<file path="config.mk">
export PLATFORM = sky130hd
export DESIGN_NAME = external_io_buffered
export DESIGN_NICKNAME = d
export VERILOG_FILES = /design/src/rtl/external_io_buffered.sv
export SDC_FILE = /design/constraint.sdc
export NUM_CORES = 1
export LEC_CHECK = 0
export BUFFER_PORTS_ARGS = -buffer_cell sky130_fd_sc_hd__buf_2
export CORE_MARGIN = 4
export CORE_UTILIZATION = 45
export CTS_CLUSTER_DIAMETER = 120
export DETAILED_ROUTE_END_ITERATION = 7
export GPL_TIMING_DRIVEN = 0
export SLEW_MARGIN = 25
export SYNTH_ARGS = -nofsm -noshare
export SYNTH_HDL_FRONTEND = slang
export SYNTH_SLANG_ARGS = --single-unit
</file>
<file path="constraint.sdc">
create_clock -name clk -period 3.7 [get_ports clk]
set_input_delay 0 -clock clk [delete_from_list [all_inputs] [get_ports clk]]
set_output_delay 0 -clock clk [all_outputs]
set_load 0.05 [all_outputs]
</file>
<file path="src/rtl/external_io_buffered.sv">
// Host IO block: two oversampled SPI slaves for job/device configuration and a
// result FIFO that is drained over SPI1 while the shapool runs.
module external_io_buffered #(
  parameter int JOB_CONFIG_WIDTH    = 64,
  parameter int DEVICE_CONFIG_WIDTH = 8,
  parameter int RESULT_WIDTH        = 32,
  parameter int RESULT_DEPTH        = 4,
  parameter int SYNC_STAGES         = 2
) (
  input  logic                              clk,
  input  logic                              reset_n,
  input  logic                              sck0,
  input  logic                              sdi0,
  input  logic                              cs0_n,
  input  logic                              sck1,
  input  logic                              sdi1,
  output logic                              sdo1,
  input  logic                              cs1_n,
  output logic [DEVICE_CONFIG_WIDTH-1:0]    device_config,
  output logic [JOB_CONFIG_WIDTH-1:0]       job_config,
  output logic                              exec,
  input  logic [RESULT_WIDTH-1:0]           shapool_result,
  input  logic                              shapool_success,
  output logic [$clog2(RESULT_DEPTH):0]     result_count,
  output logic                              overflow
);

  localparam int PW = $clog2(RESULT_DEPTH);
  localparam int CW = PW + 1;
  localparam int BW = $clog2(JOB_CONFIG_WIDTH + 2);
  localparam logic [CW-1:0] DEPTH_C  = CW'(RESULT_DEPTH);
  localparam logic [BW-1:0] JOB_BITS = BW'(JOB_CONFIG_WIDTH);
  localparam logic [BW-1:0] JOB_SAT  = BW'(JOB_CONFIG_WIDTH + 1);

  localparam logic [1:0] IDLE = 2'd0;
  localparam logic [1:0] EXEC = 2'd1;
  localparam logic [1:0] DONE = 2'd2;

  logic [5:0]                      pins;
  logic [SYNC_STAGES-1:0][5:0]     sync_reg;
  logic [5:0]                      synced;
  logic [3:0]                      prev_reg;
  logic                            sck0_rise, cs0_rise, sck1_rise, cs1_fall;
  logic                            sdi0_s, cs0_s, sdi1_s, cs1_s;

  logic [1:0]                      state_reg, state_next;
  logic [BW-1:0]                   bit_cnt_reg;
  logic [JOB_CONFIG_WIDTH-1:0]     job_config_reg;
  logic [DEVICE_CONFIG_WIDTH-1:0]  device_config_reg;
  logic [RESULT_WIDTH:0]           rd_sr_reg;
  logic [RESULT_WIDTH-1:0]         fifo_mem [RESULT_DEPTH];
  logic [PW-1:0]                   wr_ptr_reg, rd_ptr_reg;
  logic [CW-1:0]                   count_reg, count_next;
  logic                            overflow_reg;
  logic                            active, push, pop, drop;

  assign pins   = {cs1_n, sdi1, sck1, cs0_n, sdi0, sck0};
  assign synced = sync_reg[SYNC_STAGES-1];

  // Edges compare the synchroniser output against one further delayed copy.
  assign sck0_rise = synced[0] & ~prev_reg[0];
  assign cs0_rise  = synced[2] & ~prev_reg[1];
  assign sck1_rise = synced[3] & ~prev_reg[2];
  assign cs1_fall  = ~synced[5] & prev_reg[3];
  assign sdi0_s    = synced[1];
  assign cs0_s     = synced[2];
  assign sdi1_s    = synced[4];
  assign cs1_s     = synced[5];

  assign active = (state_reg == EXEC) || (state_reg == DONE);
  // Push eligibility uses the pre-pop occupancy, so a full FIFO never bypasses.
  assign push   = active && shapool_success && (count_reg < DEPTH_C);
  assign drop   = active && shapool_success && !(count_reg < DEPTH_C);
  assign pop    = active && cs1_fall && (count_reg != '0);

  always_comb begin
    count_next = count_reg;
    case ({push, pop})
      2'b10:   count_next = count_reg + CW'(1);
      2'b01:   count_next = count_reg - CW'(1);
      default: count_next = count_reg;
    endcase
  end

  always_comb begin
    state_next = state_reg;
    case (state_reg)
      IDLE: if (cs0_rise && (bit_cnt_reg == JOB_BITS)) state_next = EXEC;
      EXEC: if (push && (count_next == DEPTH_C)) state_next = DONE;
      DONE: if (pop && (count_next < DEPTH_C)) state_next = EXEC;
      default: state_next = IDLE;
    endcase
  end

  always_ff @(posedge clk) begin
    if (push) fifo_mem[wr_ptr_reg] <= shapool_result;
  end

  always_ff @(posedge clk) begin
    if (!reset_n) begin
      sync_reg          <= '0;
      prev_reg          <= '0;
      state_reg         <= IDLE;
      bit_cnt_reg       <= '0;
      job_config_reg    <= '0;
      device_config_reg <= '0;
      rd_sr_reg         <= '0;
      wr_ptr_reg        <= '0;
      rd_ptr_reg        <= '0;
      count_reg         <= '0;
      overflow_reg      <= 1'b0;
    end else begin
      sync_reg     <= {sync_reg[SYNC_STAGES-2:0], pins};
      prev_reg     <= {synced[5], synced[3], synced[2], synced[0]};
      state_reg    <= state_next;
      count_reg    <= count_next;
      overflow_reg <= overflow_reg | drop;
      if (push) wr_ptr_reg <= wr_ptr_reg + PW'(1);
      if (pop)  rd_ptr_reg <= rd_ptr_reg + PW'(1);

      case (state_reg)
        IDLE: begin
          if (cs0_rise) begin
            bit_cnt_reg <= '0;
          end else if (sck0_rise && !cs0_s) begin
            job_config_reg <= {job_config_reg[JOB_CONFIG_WIDTH-2:0], sdi0_s};
            if (bit_cnt_reg != JOB_SAT) bit_cnt_reg <= bit_cnt_reg + BW'(1);
          end
          if (sck1_rise && !cs1_s)
            device_config_reg <= {device_config_reg[DEVICE_CONFIG_WIDTH-2:0], sdi1_s};
        end
        EXEC, DONE: begin
          // Valid flag leads the frame; an empty FIFO reads back all zeros.
          if (cs1_fall)
            rd_sr_reg <= pop ? {1'b1, fifo_mem[rd_ptr_reg]} : '0;
          else if (sck1_rise && !cs1_s)
            rd_sr_reg <= {rd_sr_reg[RESULT_WIDTH-1:0], sdi1_s};
        end
        default: ;
      endcase
    end
  end

  assign job_config    = job_config_reg;
  assign device_config = device_config_reg;
  assign exec          = (state_reg == EXEC);
  assign result_count  = count_reg;
  assign overflow      = overflow_reg;
  assign sdo1          = (state_reg == IDLE) ? device_config_reg[DEVICE_CONFIG_WIDTH-1]
                                             : rd_sr_reg[RESULT_WIDTH];

endmodule

</file>
### Word-level counts from Yosys, hierarchy flattened

Memories as Yosys holds them, arrays and structs flattened. A register that Yosys moved wholly into a read port is not among the register bits.
Cells that the tools add are included.

| storage, ports and cells | value |
|---|---|
| register bits after elaboration | 138 |
| bits in writable memories | 128 |
| input port bits | 41 |
| output and inout bits | 78 |
| logic and storage cells | 81 |
| memories | 1 |

Memory list:

| name | depth | width | read ports | clocked after Yosys merged registers in | write ports | RTL line | text |
|---|---|---|---|---|---|---|---|
| fifo_mem | 4 | 32 | 1 | 1 | 1 | 51 | `logic [RESULT_WIDTH-1:0] fifo_mem [RESULT_DEPTH];` |

| cells by class | value |
|---|---|
| add/subtract/negate cells | 5 |
| order comparisons | 2 |
| equality and inequality tests | 10 |
| mux-type cells | 16 |
| bitwise logic cells | 10 |
| reductions and logical operators | 25 |

Operators by type and width:

| cell | count |
|---|---|
| $mux 33 | 3 |
| $mux 7 | 3 |
| $logic_and 1x1->1 | 10 |
| $mux 2 | 5 |
| $reduce_and 3->1 | 3 |
| $add 7x1->7 const B | 1 |
| $eq 7x7->1 const B | 1 |
| $ne 7x7->1 const B | 1 |
| $lt 3x3->1 const B | 2 |
| $pmux 2 s3 | 1 |
| $pmux 3 s2 | 1 |
| $reduce_bool 2->1 | 3 |
| $not 1->1 | 5 |
| $add 2x1->2 const B | 2 |
| $and 1x1->1 | 4 |
| $eq 2x1->1 const B | 2 |
| $eq 2x2->1 const B | 2 |
| $ne 2x1->1 const B | 2 |
| $reduce_and 2->1 | 2 |
| $add 3x1->3 const B | 1 |
| $eq 3x3->1 const B | 1 |
| $logic_not 1->1 | 3 |
| $mux 1 | 3 |
| $reduce_bool 3->1 | 1 |
| other kinds (6) | 6 |

### Depth between registers and ports, before layout

| depth | value |
|---|---|
| depth in word-level cells | 10 |
| gate-level depth with buffers | 14 |
| depth with buffers taken out | 13 |

### Worst setup path after synthesis

OpenSTA, ideal clock, no wires.

| path | value |
|---|---|
| path kind | reg-to-reg |
| from | reg state_reg[0] |
| to | reg state_reg[0] |
| setup time | 72 ps |
| arrival | 2,941 ps |
| data required time | 3,628 ps |
| setup slack | 687 ps |
| cell stages (with the launch flop) | 15 |
| buffers on the path | 2 |
| clock period less this slack | 3,013 ps |
| cell sequence | dfxtp_1 > inv_1 > ha_1 > and2b_1 > o311a_1 > buf_4 > buf_4 > ha_1 > inv_1 > fa_1 > xor2_1 > or3_1 > a31oi_1 > nand3b_1 > mux2i_1 |

| on the way | value |
|---|---|
| cells in the longest elaborated chain, start to end | 10 |
| elaborated cells between the ends (all ways) | 20 |
| those cells by class | order compare (1); eq/ne (8); mux (2); reduce/logical (9) |

Ends and longest elaborated chain:

| element | RTL line | text |
|---|---|---|
| start: declaration | 46 | `logic [1:0] state_reg, state_next;` |
| start signal: assignment | 115 | `state_reg <= state_next;` |
| $eq 2x1->1 or $eq 2x2->1 (tied branches) | 70 | `assign active = (state_reg == EXEC) \|\| (state_reg == DONE);` |
| $logic_or 1x1->1 * | 70 |  |
| $logic_and 1x1->1 * (2 in a row) | 74 | `assign pop = active && cs1_fall && (count_reg != '0);` |
| net pop | 55 | `logic active, push, pop, drop;` |
| $eq 2x1->1 or $eq 2x2->1 (tied branches) | 78 | `case ({push, pop})` |
| $pmux 3 s2 | 78 |  |
| $lt 3x3->1 or $eq 3x3->1 (tied branches) | 90, 89 |  |
| $logic_and 1x1->1 (on tied branches) | 90, 89 |  |
| $ne 2x1->1 (no source line) | -- |  |
| $reduce_and 3->1 (no source line) * | -- |  |

The timed path passes the listed nets; every way through them passes the cells marked *.
A chain may end at the register's enable or synchronous reset.

### Worst setup path in the final report

Ends and elaborated chain as after synthesis.

==> results_dict.tcl <==
set metrics [dict create \
    cts_root_buf "clkbuf_16" \
    postSynthAreaPerCell_um2 13.3 \
    relSlewSlack_pct 55.5 \
    antenna_found_initial 0 \
    num_vias 6542 \
    place.gp.congestion 0.755 \
    synth_area_leaders "edfxtp_1 37%, dfxtp_1 27%, mux4_2 6.5%" \
    criticalPathCategory "reg2reg" \
    diodes 0 \
    critPathLaunch "state_reg[0]$_SDFFE_PN0P_" \
    grt_remaining_overflow 0 \
    required_ps 4160 \
    fin_nets 1024 \
    hp-class "in2reg" \
    grt.total_usage_pct 16.2 \
    grt_pass1_vias 6564 \
    first_pass_iters 4 \
    post-synth-top-area-cell "edfxtp_1" \
    avgViaCountPerCell 5.12 \
    setup_viol 0 \
    ir_drop_uv 404 \
    report.final.hold_viol_count 0 \
    final-instance-count-excl-fill 1277 \
    fin_ws_ps 350 \
    wl_per_cell_um 16.1 \
    initial_core_util_pct 45.7 \
    grt_pass1_wl_um 34300 \
    power_density_nw_per_um2 486 \
    place_inst 1185 \
    ys_types 45 \
    min_period_ps 3350 \
    cts_buffers 28 \
    cp.arrival_ps 3810 \
    drt-initial-drc-count 470 \
    routed_wl_um 20600 \
    yosysWarnings 0 \
    grt_max_degree 21 \
    synthCells 779 \
    cap_violations 0 \
    clk_path_buf_depth 3 \
    slew_viol_final 0 \
    cp_top_family "adder cells" \
    crit_chain "inv_1, ha_1, and2b_1, o311a_1, buf_4, buf_6, ha_1, inv_1, fa_1, xor2_1, or3_1, a31oi_1, nand3b_1, mux2i_1" \
    postRouteAntennaNets 0 \
    clk_pin_slew_ps 60 \
    cts_tree "yes" \
    finalClockSkew_ps 19.1 \
    synth_seq_cells 268 \
    rsz0062_at_grt "false" \
    fin_setup_tns_ps 0 \
    synth_top_cell_area_share_pct 37.2 \
    synth_edf_count 128 \
    drc 0 \
    critical_path_peak_fanout 10 \
    die_h_um 160 \
    synth_nets 833 \
    die_w_um 160 \
    crit_buf_inv 4 \
    io_buffer_count 117 \
    p_leak_nw 4.74 \
    largest_reg_flops 128 \
    fmax_mhz 299 \
    max_stage_delay_ps 390 \
    dp_hpwl_um 13500 \
    crit-reg2reg-launch "state_reg[0]$_SDFFE_PN0P_" \
    slowest_stage "dfxtp_1" \
    status "completed" \
    ys.flop_type "dfxtp_1" \
    io_pins 119 \
    drive_gt1_share_pct 25.6 \
    synth_area_um2 10300 \
    worst_pin_slew_ps 668 \
    synth.yosys.seq_area_share_pct 64.3 \
    area_delta_synth_final_pct 23.5 \
    dieArea_um2 25500 \
    htree_levels 1 \
    placementRows 55 \
    synthArstFlopShare_pct 0 \
    fin_hold_ws_ps 205 \
    period_share_pct 90.5 \
    cts_sinks 268 \
    cp-end-kind "flop" \
    min_from "shapool_result[2]" \
    coreArea_um2 22600 \
    cp-start-kind "flop" \
    dp_slack_ps 311 \
    insertion_delay_ps 540 \
]
power by group:
| group | internal, mW | switching (mW) |
|---|---|---|
| Combinational | 0.0797 | 0.0944 |
| Clock | 1.79 | 1.12 |
| Sequential | 3.12 | 0.00756 |
| Total | 4.99 | 1.22 |
what timing repair did:
item                       in CTS  in global routing
hold buffers                   40                  0
hold endpoints to repair      141                  0
gates resized for setup         0                  1
setup endpoints to repair       0                  1
setup buffers                   0                  0
stage by stage:
step | total power, mW | cell area [um^2] | util, %
floorplan | 3.27 | 10300 | -
global placement | 3.33 | 11300 | 49.8
detailed placement | 3.33 | 11400 | 50.3
CTS | 6.29 | 12800 | 56.4
global route | 6.42 | 12800 | 56.4
finish | 6.21 | 12800 | 56.4
layer usage:
layer | up-vias | track usage, % | wire (um)
met5 | - | 0 | 0
met4 | 0 | 4.54 | 562
met3 | 30 | 2.25 | 706
met2 | 130 | 26.5 | 9580
met1 | 3180 | 22.7 | 9760
li1 | 3202 | - | -
placed cells by master, fill, tap and decap left out, types with 29 or more instances in the layout:
cell type	n
nand2_1	135
dlygate4sd3_1	40
edfxtp_1	128
dfxtp_1	140
clkbuf_1	29
buf_2	133
o21ai_0	39
mux4_2	30
clkbuf_16	29
a221oi_2	30
nor2_1	39
a21boi_0	66
kinds of logic (layout without fill, tap and decap cells):
| kind of cell | count (synthesis) | in the layout | share of synthesized area, % |
|---|---|---|---|
| xor+xnor | 8 | 8 | 0.678 |
| fa+ha+maj | 13 | 13 | 1.65 |
| simple gates | 233 | 233 | 10.1 |
| compound gates | 152 | 152 | 12.2 |
| flops | 268 | 268 | 64.3 |
| mux | 42 | 42 | 8.02 |
| buf+inv | 63 | 276 | 3.10 |
area by class of cell:
class	count	area, um^2
Sequential cell	268	6650
Fill cell	1882	9870
Timing Repair Buffer	161	1100
Tap cell	285	357
Multi-Input combinational cell	448	3380
Inverter	12	45.0
Clock buffer	40	807
Clock inverter	12	165
Buffer	51	279
synth_stat cells, drive strengths merged, types with 2 or more instances:
library cell / count
mux4: 32
a221oi: 32
xor2: 5
nor2b: 12
edfxtp: 128
and2: 26
a31oi: 2
dfxtp: 140
buf: 29
nand4: 5
ha: 12
a21boi: 66
o21ai: 41
nand2: 135
nand2b: 3
clkbuf: 22
and3b: 2
or3: 3
inv: 12
a21oi: 5
mux2i: 9
nand3b: 2
nor2: 39
xnor2: 3
path summary, 6_finish.rpt:
path                               endpoint  slack [ps]  cells after the start
hold reg to reg        synced[1]$_SDFF_PN0_         430                      1
setup / recovery  state_reg[0]$_SDFFE_PN0P_         350                     14
hold / removal     fifo_mem[2][2]$_DFFE_PP_         210                      2
setup reg to reg  state_reg[0]$_SDFFE_PN0P_         350                     14
No activity file was read; power rests on OpenSTA's default activity.
